**src/rtl/mcs6530_bus_master.sv**
```systemverilog
// MCS6530 RRIOT CPU-side bus initiator: command channel in, 6502-style
// bus cycles out, one response per read beat or per write command.
module mcs6530_bus_master #(
    parameter int ADDR_W  = 10,
    parameter int DATA_W  = 8,
    parameter int TIMEOUT = 4
) (
    input  logic              phi2,
    input  logic              rst_n,
    input  logic              cmd_valid,
    output logic              cmd_ready,
    input  logic              cmd_we,
    input  logic              cmd_rom,
    input  logic [ADDR_W-1:0] cmd_addr,
    input  logic [DATA_W-1:0] cmd_wdata,
    input  logic [3:0]        cmd_len,
    output logic              rsp_valid,
    input  logic              rsp_ready,
    output logic [DATA_W-1:0] rsp_rdata,
    output logic              rsp_err,
    output logic              rsp_last,
    output logic              bus_cs,
    output logic              bus_we_n,
    output logic              bus_rs0,
    output logic [ADDR_W-1:0] bus_a,
    output logic [DATA_W-1:0] bus_do,
    input  logic [DATA_W-1:0] bus_di,
    input  logic              bus_oe,
    output logic              busy
);

    localparam int WAIT_W = $clog2(TIMEOUT + 1);
    localparam logic [WAIT_W-1:0] TMO = WAIT_W'(TIMEOUT);

    typedef enum logic [1:0] {
        S_IDLE,
        S_WRITE,
        S_READ,
        S_RESP
    } state_t;

    state_t              r_state, w_state;
    logic                r_we, w_we;
    logic                r_rom, w_rom;
    logic                r_err, w_err;
    logic                r_last, w_last;
    logic [ADDR_W-1:0]   r_addr, w_addr;
    logic [DATA_W-1:0]   r_do, w_do;
    logic [DATA_W-1:0]   r_rdata, w_rdata;
    logic [3:0]          r_beats, w_beats;
    logic [WAIT_W-1:0]   r_wait, w_wait;

    always_ff @(posedge phi2 or negedge rst_n) begin
        if (!rst_n) begin
            r_state <= S_IDLE;
            r_we    <= 1'b0;
            r_rom   <= 1'b0;
            r_err   <= 1'b0;
            r_last  <= 1'b0;
            r_addr  <= '0;
            r_do    <= '0;
            r_rdata <= '0;
            r_beats <= '0;
            r_wait  <= '0;
        end else begin
            r_state <= w_state;
            r_we    <= w_we;
            r_rom   <= w_rom;
            r_err   <= w_err;
            r_last  <= w_last;
            r_addr  <= w_addr;
            r_do    <= w_do;
            r_rdata <= w_rdata;
            r_beats <= w_beats;
            r_wait  <= w_wait;
        end
    end

    always_comb begin
        w_state = r_state;
        w_we    = r_we;
        w_rom   = r_rom;
        w_err   = r_err;
        w_last  = r_last;
        w_addr  = r_addr;
        w_do    = r_do;
        w_rdata = r_rdata;
        w_beats = r_beats;
        w_wait  = r_wait;
        unique case (r_state)
            S_IDLE: begin
                if (cmd_valid) begin
                    w_we    = cmd_we;
                    w_rom   = cmd_rom;
                    w_addr  = cmd_addr;
                    w_beats = cmd_len;
                    w_wait  = '0;
                    if (cmd_we) begin
                        w_do    = cmd_wdata;
                        w_state = S_WRITE;
                    end else begin
                        w_state = S_READ;
                    end
                end
            end
            S_WRITE: begin
                if (r_beats != 4'd0) begin
                    w_addr  = r_addr + ADDR_W'(1);
                    w_beats = r_beats - 4'd1;
                end else begin
                    w_rdata = '0;
                    w_err   = 1'b0;
                    w_last  = 1'b1;
                    w_state = S_RESP;
                end
            end
            S_READ: begin
                // First cycle after the address is never sampled: the device
                // registers its read data one cycle late.
                if (r_wait != '0 && bus_oe) begin
                    w_rdata = bus_di;
                    w_err   = 1'b0;
                    w_last  = (r_beats == 4'd0);
                    w_state = S_RESP;
                end else if (r_wait == TMO) begin
                    w_rdata = '0;
                    w_err   = 1'b1;
                    w_last  = 1'b1;
                    w_state = S_RESP;
                end else begin
                    w_wait = r_wait + WAIT_W'(1);
                end
            end
            S_RESP: begin
                if (rsp_ready) begin
                    if (!r_we && !r_err && r_beats != 4'd0) begin
                        w_addr  = r_addr + ADDR_W'(1);
                        w_beats = r_beats - 4'd1;
                        w_wait  = '0;
                        w_state = S_READ;
                    end else begin
                        w_state = S_IDLE;
                    end
                end
            end
            default: w_state = S_IDLE;
        endcase
    end

    assign cmd_ready = (r_state == S_IDLE);
    assign busy      = (r_state != S_IDLE);
    assign rsp_valid = (r_state == S_RESP);
    assign rsp_rdata = r_rdata;
    assign rsp_err   = r_err;
    assign rsp_last  = r_last;
    assign bus_cs    = (r_state == S_WRITE) || (r_state == S_READ);
    assign bus_we_n  = (r_state != S_WRITE);
    assign bus_rs0   = r_rom;
    assign bus_a     = r_addr;
    assign bus_do    = r_do;

endmodule
```
**config.mk**
```make
export PLATFORM = sky130hd
export DESIGN_NAME = mcs6530_bus_master
export DESIGN_NICKNAME = d
export VERILOG_FILES = /design/src/rtl/mcs6530_bus_master.sv
export SDC_FILE = /design/constraint.sdc
export NUM_CORES = 1
export LEC_CHECK = 0
export CAP_MARGIN = 20
export CORE_MARGIN = 2
export CORE_UTILIZATION = 50
export CTS_CLUSTER_DIAMETER = 60
export DETAILED_ROUTE_END_ITERATION = 12
export PLACE_DENSITY = 0.91
export REMOVE_ABC_BUFFERS = 1
export SLEW_MARGIN = 20
export SYNTH_ARGS = -nofsm -noshare
export SYNTH_HDL_FRONTEND = slang
export SYNTH_SLANG_ARGS = --single-unit
```
**constraint.sdc**
```tcl
create_clock -name phi2 -period 2.9 [get_ports phi2]
set_input_delay 0.29 -clock phi2 [delete_from_list [all_inputs] [get_ports phi2]]
set_output_delay 0.29 -clock phi2 [all_outputs]
set_load 0.01 [all_outputs]
```
**After elaboration in Yosys (flattened, before gate mapping)**

Index checks and enable logic that the tools add are counted.

- Add/subtract/negate cells: 3
- Equality and inequality tests: 13
- Mux-type cells: 35
- Reductions and logical operators: 20

Operators by type and width:

| cell | count |
|---|---|
| 10-bit two-way mux | 4 |
| 10-bit case mux with 3 select lines | 1 |
| 8-bit two-way mux | 3 |
| 4-bit two-way mux | 4 |
| 8-bit case mux with 2 select lines | 1 |
| 3-bit two-way mux | 5 |
| 2-bit two-way mux | 7 |
| 4-bit case mux with 3 select lines | 1 |
| 10-bit by 1-bit adder with 10-bit output (second input constant) | 1 |
| 2-bit != test (second input constant) | 5 |
| 3-bit case mux with 3 select lines | 1 |
| 3-bit nonzero test | 3 |
| 2-bit case mux with 4 select lines | 1 |
| 2-bit by 1-bit != test with 1-bit output (second input constant) | 3 |
| 3-bit AND reduction | 2 |
| 6-bit AND reduction | 1 |
| 1-bit two-way mux | 5 |
| 5-bit AND reduction | 1 |
| 2-bit == test (second input constant) | 2 |
| 4-bit zero test | 1 |
| 1-bit case mux with 2 select lines | 2 |
| 4-bit AND reduction | 1 |
| 2-bit nonzero test | 2 |
| 4-bit nonzero test | 1 |
| other kinds (10) | 13 |

- Register bits: 39
- Word-level logic and storage cells: 81

**Longest topological paths before layout**

Gate-level depths: netlist of run 1.

- Depth after elaboration: 6
- Gate-level depth with buffers: 9
- Gate-level depth less buffers: 6

**Least setup slack after synthesis of run 1**

No wires, ideal clock.

- Kind: reg-to-reg
- Start: register r_state[0]
- End: register r_addr[0], in the netlist bus_a[0]
- Library setup time: 0.132 ns
- Arrival: 1.740 ns
- Required time: 2.768 ns
- Path slack: 1.027 ns
- Cell stages (with the launch flop): 7
- Period minus slack after synthesis: 1.873 ns
- Cells stage by stage: dfrtp_1 > ha_1 > nor2b_2 > a2111o_1 > buf_6 > o31ai_1 > o31ai_1

- Longest elaborated chain between the ends: 3

RTL lines:

| element | RTL line | RTL |
|---|---|---|
| start, declared | 42 | `state_t r_state, w_state;` |
| start signal, assigned | 66 | `r_state <= w_state;` |
| 2-bit == test (*) | - |  |
| net rsp_valid | 17 | `output logic rsp_valid,` |
| 2-bit by 1-bit != test with 1-bit output (no source line) or 3-bit nonzero test (tied branches) | - |  |
| 5-bit AND reduction (no source line) | - |  |
| end signal, assigned | 71 | `r_addr <= w_addr;` |
| end, declared | 47 | `logic [ADDR_W-1:0] r_addr, w_addr;` |

Mark *: on every way through the listed nets, which the timed path passes. The rest lies on a longest branch.
A chain may end at the register's enable or synchronous reset.

**Worst setup path after layout of run 1**

- Start: register r_beats[0]
- End: register r_rdata[1], in the netlist rsp_rdata[1]

- Longest elaborated chain between the ends: 3

RTL lines:

| element | RTL line | RTL |
|---|---|---|
| start, declared | 50 | `logic [3:0] r_beats, w_beats;` |
| start signal, assigned | 74 | `r_beats <= w_beats;` |
| 4-bit nonzero test | 107 | `if (r_beats != 4'd0) begin` |
| 2-bit != test (no source line) | - |  |
| 3-bit AND reduction (no source line) | - |  |
| end signal, assigned | 73 | `r_rdata <= w_rdata;` |
| end, declared | 49 | `logic [DATA_W-1:0] r_rdata, w_rdata;` |

Every way passes these cells.

==> impl_metrics.ini, run 1 <==
[run_status]
status = completed

[final_layout]
nFillCells = 350
syn2layout_area_growth_pct = 33.2
final_cell_area_um2 = 2990
multi_input_area_um2 = 1110
final_util_pct = 69.1
layout_common_cells = clkdlybuf4s50_1 (69), dfrtp_1 (39), inv_1 (19)
fin_cells = 333
final_common_cell = clkdlybuf4s50_1
antenna_cells = 0
ff_latch_area_um2 = 976
drive_above_1_share_pct = 11.4
final_nets = 328

[logic_synthesis]
netlist_instances = 217
synth-edff-count = 0
synth_seq_cells = 39
syn-cell-area_um2 = 2240
synth_top_area_share_pct = 43.5
syn_area_per_cell_um2 = 10.3
yosys-top-cells-area = dfrtp_1 (44%), ha_1 (5.0%), mux2_2 (5.0%)
seq_area_frac_synth_pct = 43.5
synth_top_cell_by_area = dfrtp_1
synth_cell_types = 52
async_flop_share_pct = 100
yosys_warnings = 0
ys.flop_type = dfrtp_1

[clock_network]
cts_htree_levels = 2
cts_tree = built
cts-root-buf = clkbuf_8
worstSkewPairLatency_ns = 0.29
cts.sinks = 39
postCtsSetupRepairBufs = 0
ctsHoldBuffers = 0
path_clk_slew_ns = 0.07
post_cts_resized = 0
cts_buffers = 5
clockBufferDepth = 2

[floorplan]
start_util_pct = 51.9
die_y_um = 71.0
rows = 24
die_x_um = 71.0
core_um2 = 4320
ios = 71
die-area_um2 = 5040

[setup_path]
arrival_ns = 2.39
startpoint_type = flip-flop
crit_path_end_kind = flip-flop
crit_fanout = 11
reg2reg_depth = 6
crit_type = flip-flop to flip-flop
cp.required_ns = 3.06

[global_routing]
grt.total_usage_pct = 22.2
overflow = 0
grt_pass1_wl_mm = 9.00
grt_antenna_before_repair = 0
grt_max_degree = 40
grt_pass1_vias = 1940

[placement]
gp_congestion = 0.760
place_area_um2 = 2920
hpwl_mm = 3.80
port_buffers = 70
post-place-cells = 327

[detailed_routing]
dr.pass1.iters = 5
wirelength_mm = 5.19
drc = 0
drt_iter0_markers = 122
final_antenna_net_count = 0
vias = 1936
via_per_inst = 5.81
wl_per_cell_um = 15.6

[sta]
fin_skew_ns = 0.00564
tns_ns = 0
worstMarginPinSlew_ns = 0.874
setup-violations-final = 0
report.final.slew_viol_count = 0
report.final.hold_viol_count = 0
max_freq_mhz = 448
rsz0062_at_grt = no
timing.final.crit_share_pct = 77.0
slew_headroom_pct = 41.7
post-route-min-period_ns = 2.23

[power_and_ir_drop]
peakVddDrop_mv = 0.715
power_mw = 3.48
power_leakage_nw = 1.26
powerDensity_nw_per_um2 = 1170

[flow_run]
drv_cap = 0

[min_path]
hp-class = input port to asynchronous set/reset pin
area by class of cell:
class	count	share of cell area [%]
Inverter	19	2.39
Sequential cell	39	32.6
Clock buffer	6	2.43
Tap cell	52	2.18
Multi-Input combinational cell	147	37.1
Timing Repair Buffer	70	23.3
metal layers:
metal	global-route usage, %	wire length (um)	part of all wire [%]	up-vias
li1	-	-	-	921
met1	28.1	2160	42	939
met2	37.6	2630	51	70
met3	5.41	342	6.6	6
met4	6.71	59	1.1	0
met5	0	0	0	-
cells by family (layout without fill, tap and decap cells):
logic type      after synthesis  after routing  synth area share [%]
simple gates                 62             62                  16.0
compound gates               59             59                  19.9
flops                        39             39                  43.5
buf+inv                      31             95                  7.08
mux                          17             17                  8.59
fa+ha+maj                     9              9                  5.02
worst max-delay path, cell delays in order (launching register included):
cell      delay [ns]
dfrtp_1         0.39
inv_1           0.08
ha_1            0.19
nor3b_4         0.47
nand2b_1        0.46
and2_1          0.37
o21ai_0         0.14
final timing paths:
path / from / endpoint / slack, ns
max: r_beats[0] / rsp_rdata[1] / 0.67
min: rst_n / r_beats[3] / 0.11
max reg2reg: r_beats[0] / rsp_rdata[1] / 0.67
min reg2reg: r_beats[0] / r_beats[0] / 0.50
max in group asynchronous: rst_n / bus_a[3] / 2.24
min in group phi2: r_beats[0] / r_beats[0] / 0.50
registers in the layout, indices dropped and copies added, names as in the netlist:
signal	cells
bus_a	10
bus_do	8
bus_rs0	1
r_beats	4
r_state	2
r_wait	3
r_we	1
rsp_err	1
rsp_last	1
rsp_rdata	8
synthesized netlist by cell type, drive strengths merged (2+ instances only):
library cell / n
a2bb2oi: 4
o211ai: 2
nor3: 5
mux2i: 5
a31oi: 7
nand3: 5
clkbuf: 4
inv: 19
and4: 2
mux2: 12
nor2: 10
o22a: 2
and2: 2
o22ai: 2
nand2b: 2
dfrtp: 39
buf: 8
nand2: 15
a21oi: 8
ha: 9
o31ai: 5
o21ai: 18
nand4: 13
through the flow:
stage / hold slack [ns] / setup WS (ns)
final: 0.107 / 0.667
after global routing: 0.203 / 0.492
after CTS: 0.149 / 0.656
after detailed placement: 0.462 / 0.666
after global placement: 0.456 / 0.800
after floorplan: -0.00559 / 0.968
power breakdown:
| part | internal, mW | leakage (nW) | switching [mW] |
|---|---|---|---|
| sequential | 0.809 | 0.474 | 0.230 |
| clock | 0.160 | 0.0371 | 0.177 |
| combinational | 1.05 | 0.746 | 1.06 |
No activity file was read; power rests on OpenSTA's default activity.
==> run 2: changes to the inputs <==
--- a/config.mk
+++ b/config.mk
@@ -7,10 +7,10 @@
 export LEC_CHECK = 0
 export CAP_MARGIN = 20
 export CORE_MARGIN = 2
-export CORE_UTILIZATION = 50
+export CORE_UTILIZATION = 46
 export CTS_CLUSTER_DIAMETER = 60
 export DETAILED_ROUTE_END_ITERATION = 12
-export PLACE_DENSITY = 0.91
+export PLACE_DENSITY = 0.85
 export REMOVE_ABC_BUFFERS = 1
 export SLEW_MARGIN = 20
 export SYNTH_ARGS = -nofsm -noshare
==> constraint.sdc (replaced) <==
create_clock -name phi2 -period 2.2 [get_ports phi2]
set_input_delay 0.22 -clock phi2 [delete_from_list [all_inputs] [get_ports phi2]]
set_output_delay 0.22 -clock phi2 [all_outputs]
set_load 0.01 [all_outputs]
==> impl_metrics.ini, run 2 (synthesis gave the netlist of run 1 again) <==
[setup_path]
reg2reg_slack_ns = 0.15
crit_fanout = 9
cp.required_ns = 1.98
r2r-end = r_beats[1]
startpoint_type = flip-flop
cp-startpoint = r_state[1]
arrival_ns = 1.85
crit_end = bus_we_n
crit_type = flip-flop to primary output
reg2reg_depth = 6
worst_r2r_startpoint = r_state[0]
crit_path_end_kind = primary output

[clock_network]
cts_buffers = 5
cts-root-buf = clkbuf_8
worstSkewPairLatency_ns = 0.30
clockBufferDepth = 2
path_clk_slew_ns = 0.08
cts_tree = built
cts_htree_levels = 2
ctsHoldBuffers = 0
cts.sinks = 39

[sta]
rsz0062_at_grt = no
fin_skew_ns = 0.00721
tns_ns = 0
slew_headroom_pct = 40.9
report.final.slew_viol_count = 0
worstMarginPinSlew_ns = 0.887
setup-violations-final = 0
timing.final.crit_share_pct = 94.0
post-route-min-period_ns = 2.07
report.final.hold_viol_count = 0
max_freq_mhz = 484

[global_routing]
overflow = 0
grt.total_usage_pct = 21.2
grt_antenna_before_repair = 0
grt_pass1_vias = 1963
grt_max_degree = 40
grt_pass1_wl_mm = 8.86

[detailed_routing]
vias = 1964
drt_iter0_markers = 116
wl_per_cell_um = 15.7
drc = 0
via_per_inst = 5.53
wirelength_mm = 5.57
final_antenna_net_count = 0
dr.pass1.iters = 4

[final_layout]
syn2layout_area_growth_pct = 37.0
fin_cells = 355
layout_common_cells = clkdlybuf4s50_1 (69), dfrtp_1 (39), inv_1 (19)
final_common_cell = clkdlybuf4s50_1
drive_above_1_share_pct = 13.9
final_nets = 333
largest_reg_flops = 10
antenna_cells = 0
final_util_pct = 65.1

[power_and_ir_drop]
peakVddDrop_mv = 0.949
powerDensity_nw_per_um2 = 1570
power_mw = 4.81
power_leakage_nw = 1.30

[floorplan]
die_y_um = 73.8
start_util_pct = 47.5
die-area_um2 = 5450
die_x_um = 73.8
rows = 25
core_um2 = 4720
ios = 71

[placement]
hpwl_mm = 3.95
port_buffers = 70
post-place-cells = 346
gp_congestion = 0.814

[min_path]
hp-class = input port to asynchronous set/reset pin

[run_status]
status = completed

[flow_run]
drv_cap = 0
run 2: cell types whose count changed in the layout (fill, tap and decap cells not counted):
cell      delta
clkbuf_8     +2
a2111o_1     -1
a2111o_2     +1
buf_4        +5
run 2: per-layer routing:
layer / share of wire [%] / vias up / track usage [%]
met3: 7.1 / 8 / 6.04
met4: 1.1 / 0 / 5.45
met1: 42 / 950 / 26.9
met5: 0 / - / 0
li1: - / 929 / -
met2: 50 / 77 / 35.4
run 2: critical path: stages (launching register included):
cell             delay, ns
dfrtp_1               0.41
inv_1                 0.13
ha_1                  0.39
inv_1                 0.14
clkdlybuf4s50_1       0.50
run 2: metrics by stage:
step,instance area (um2),hold WS [ns],setup WS [ns]
floorplan,2160,-0.0756,0.268
CTS,3070,0.0736,0.0970
detailed placement,2970,0.390,0.118
global placement,2970,0.391,0.201
global route,3070,0.117,0.0318
finish,3070,0.0359,0.133
run 2: worst min path at each step:
stage               startpoint          to
global route             rst_n  r_beats[3]
finish                   rst_n  r_beats[3]
detailed placement       rst_n  r_beats[3]
global placement         rst_n  r_beats[3]
floorplan                rst_n    bus_a[0]
CTS                      rst_n    bus_a[4]
run 2: where the power goes:
part / total, mW / switching [mW] / internal, mW / leakage [nW]
registers: 1.37 / 0.305 / 1.07 / 0.474
clock network: 0.545 / 0.259 / 0.286 / 0.0515
logic: 2.90 / 1.46 / 1.44 / 0.770
run 2: cell type report:
type | count | area [um2]
clock buffer | 8 | 100
fill | 383 | 1650
multi-input combinational | 147 | 1110
inverter | 19 | 71.3
timing repair buffer | 75 | 733
sequential | 39 | 976
tap | 67 | 83.8
run 2: timing repair:
| item | 4_1_cts | 5_1_grt |
|---|---|---|
| gates resized for setup | 0 | 1 |
| setup endpoints to repair | 0 | 7 |
| buffers inserted | 0 | 1 |
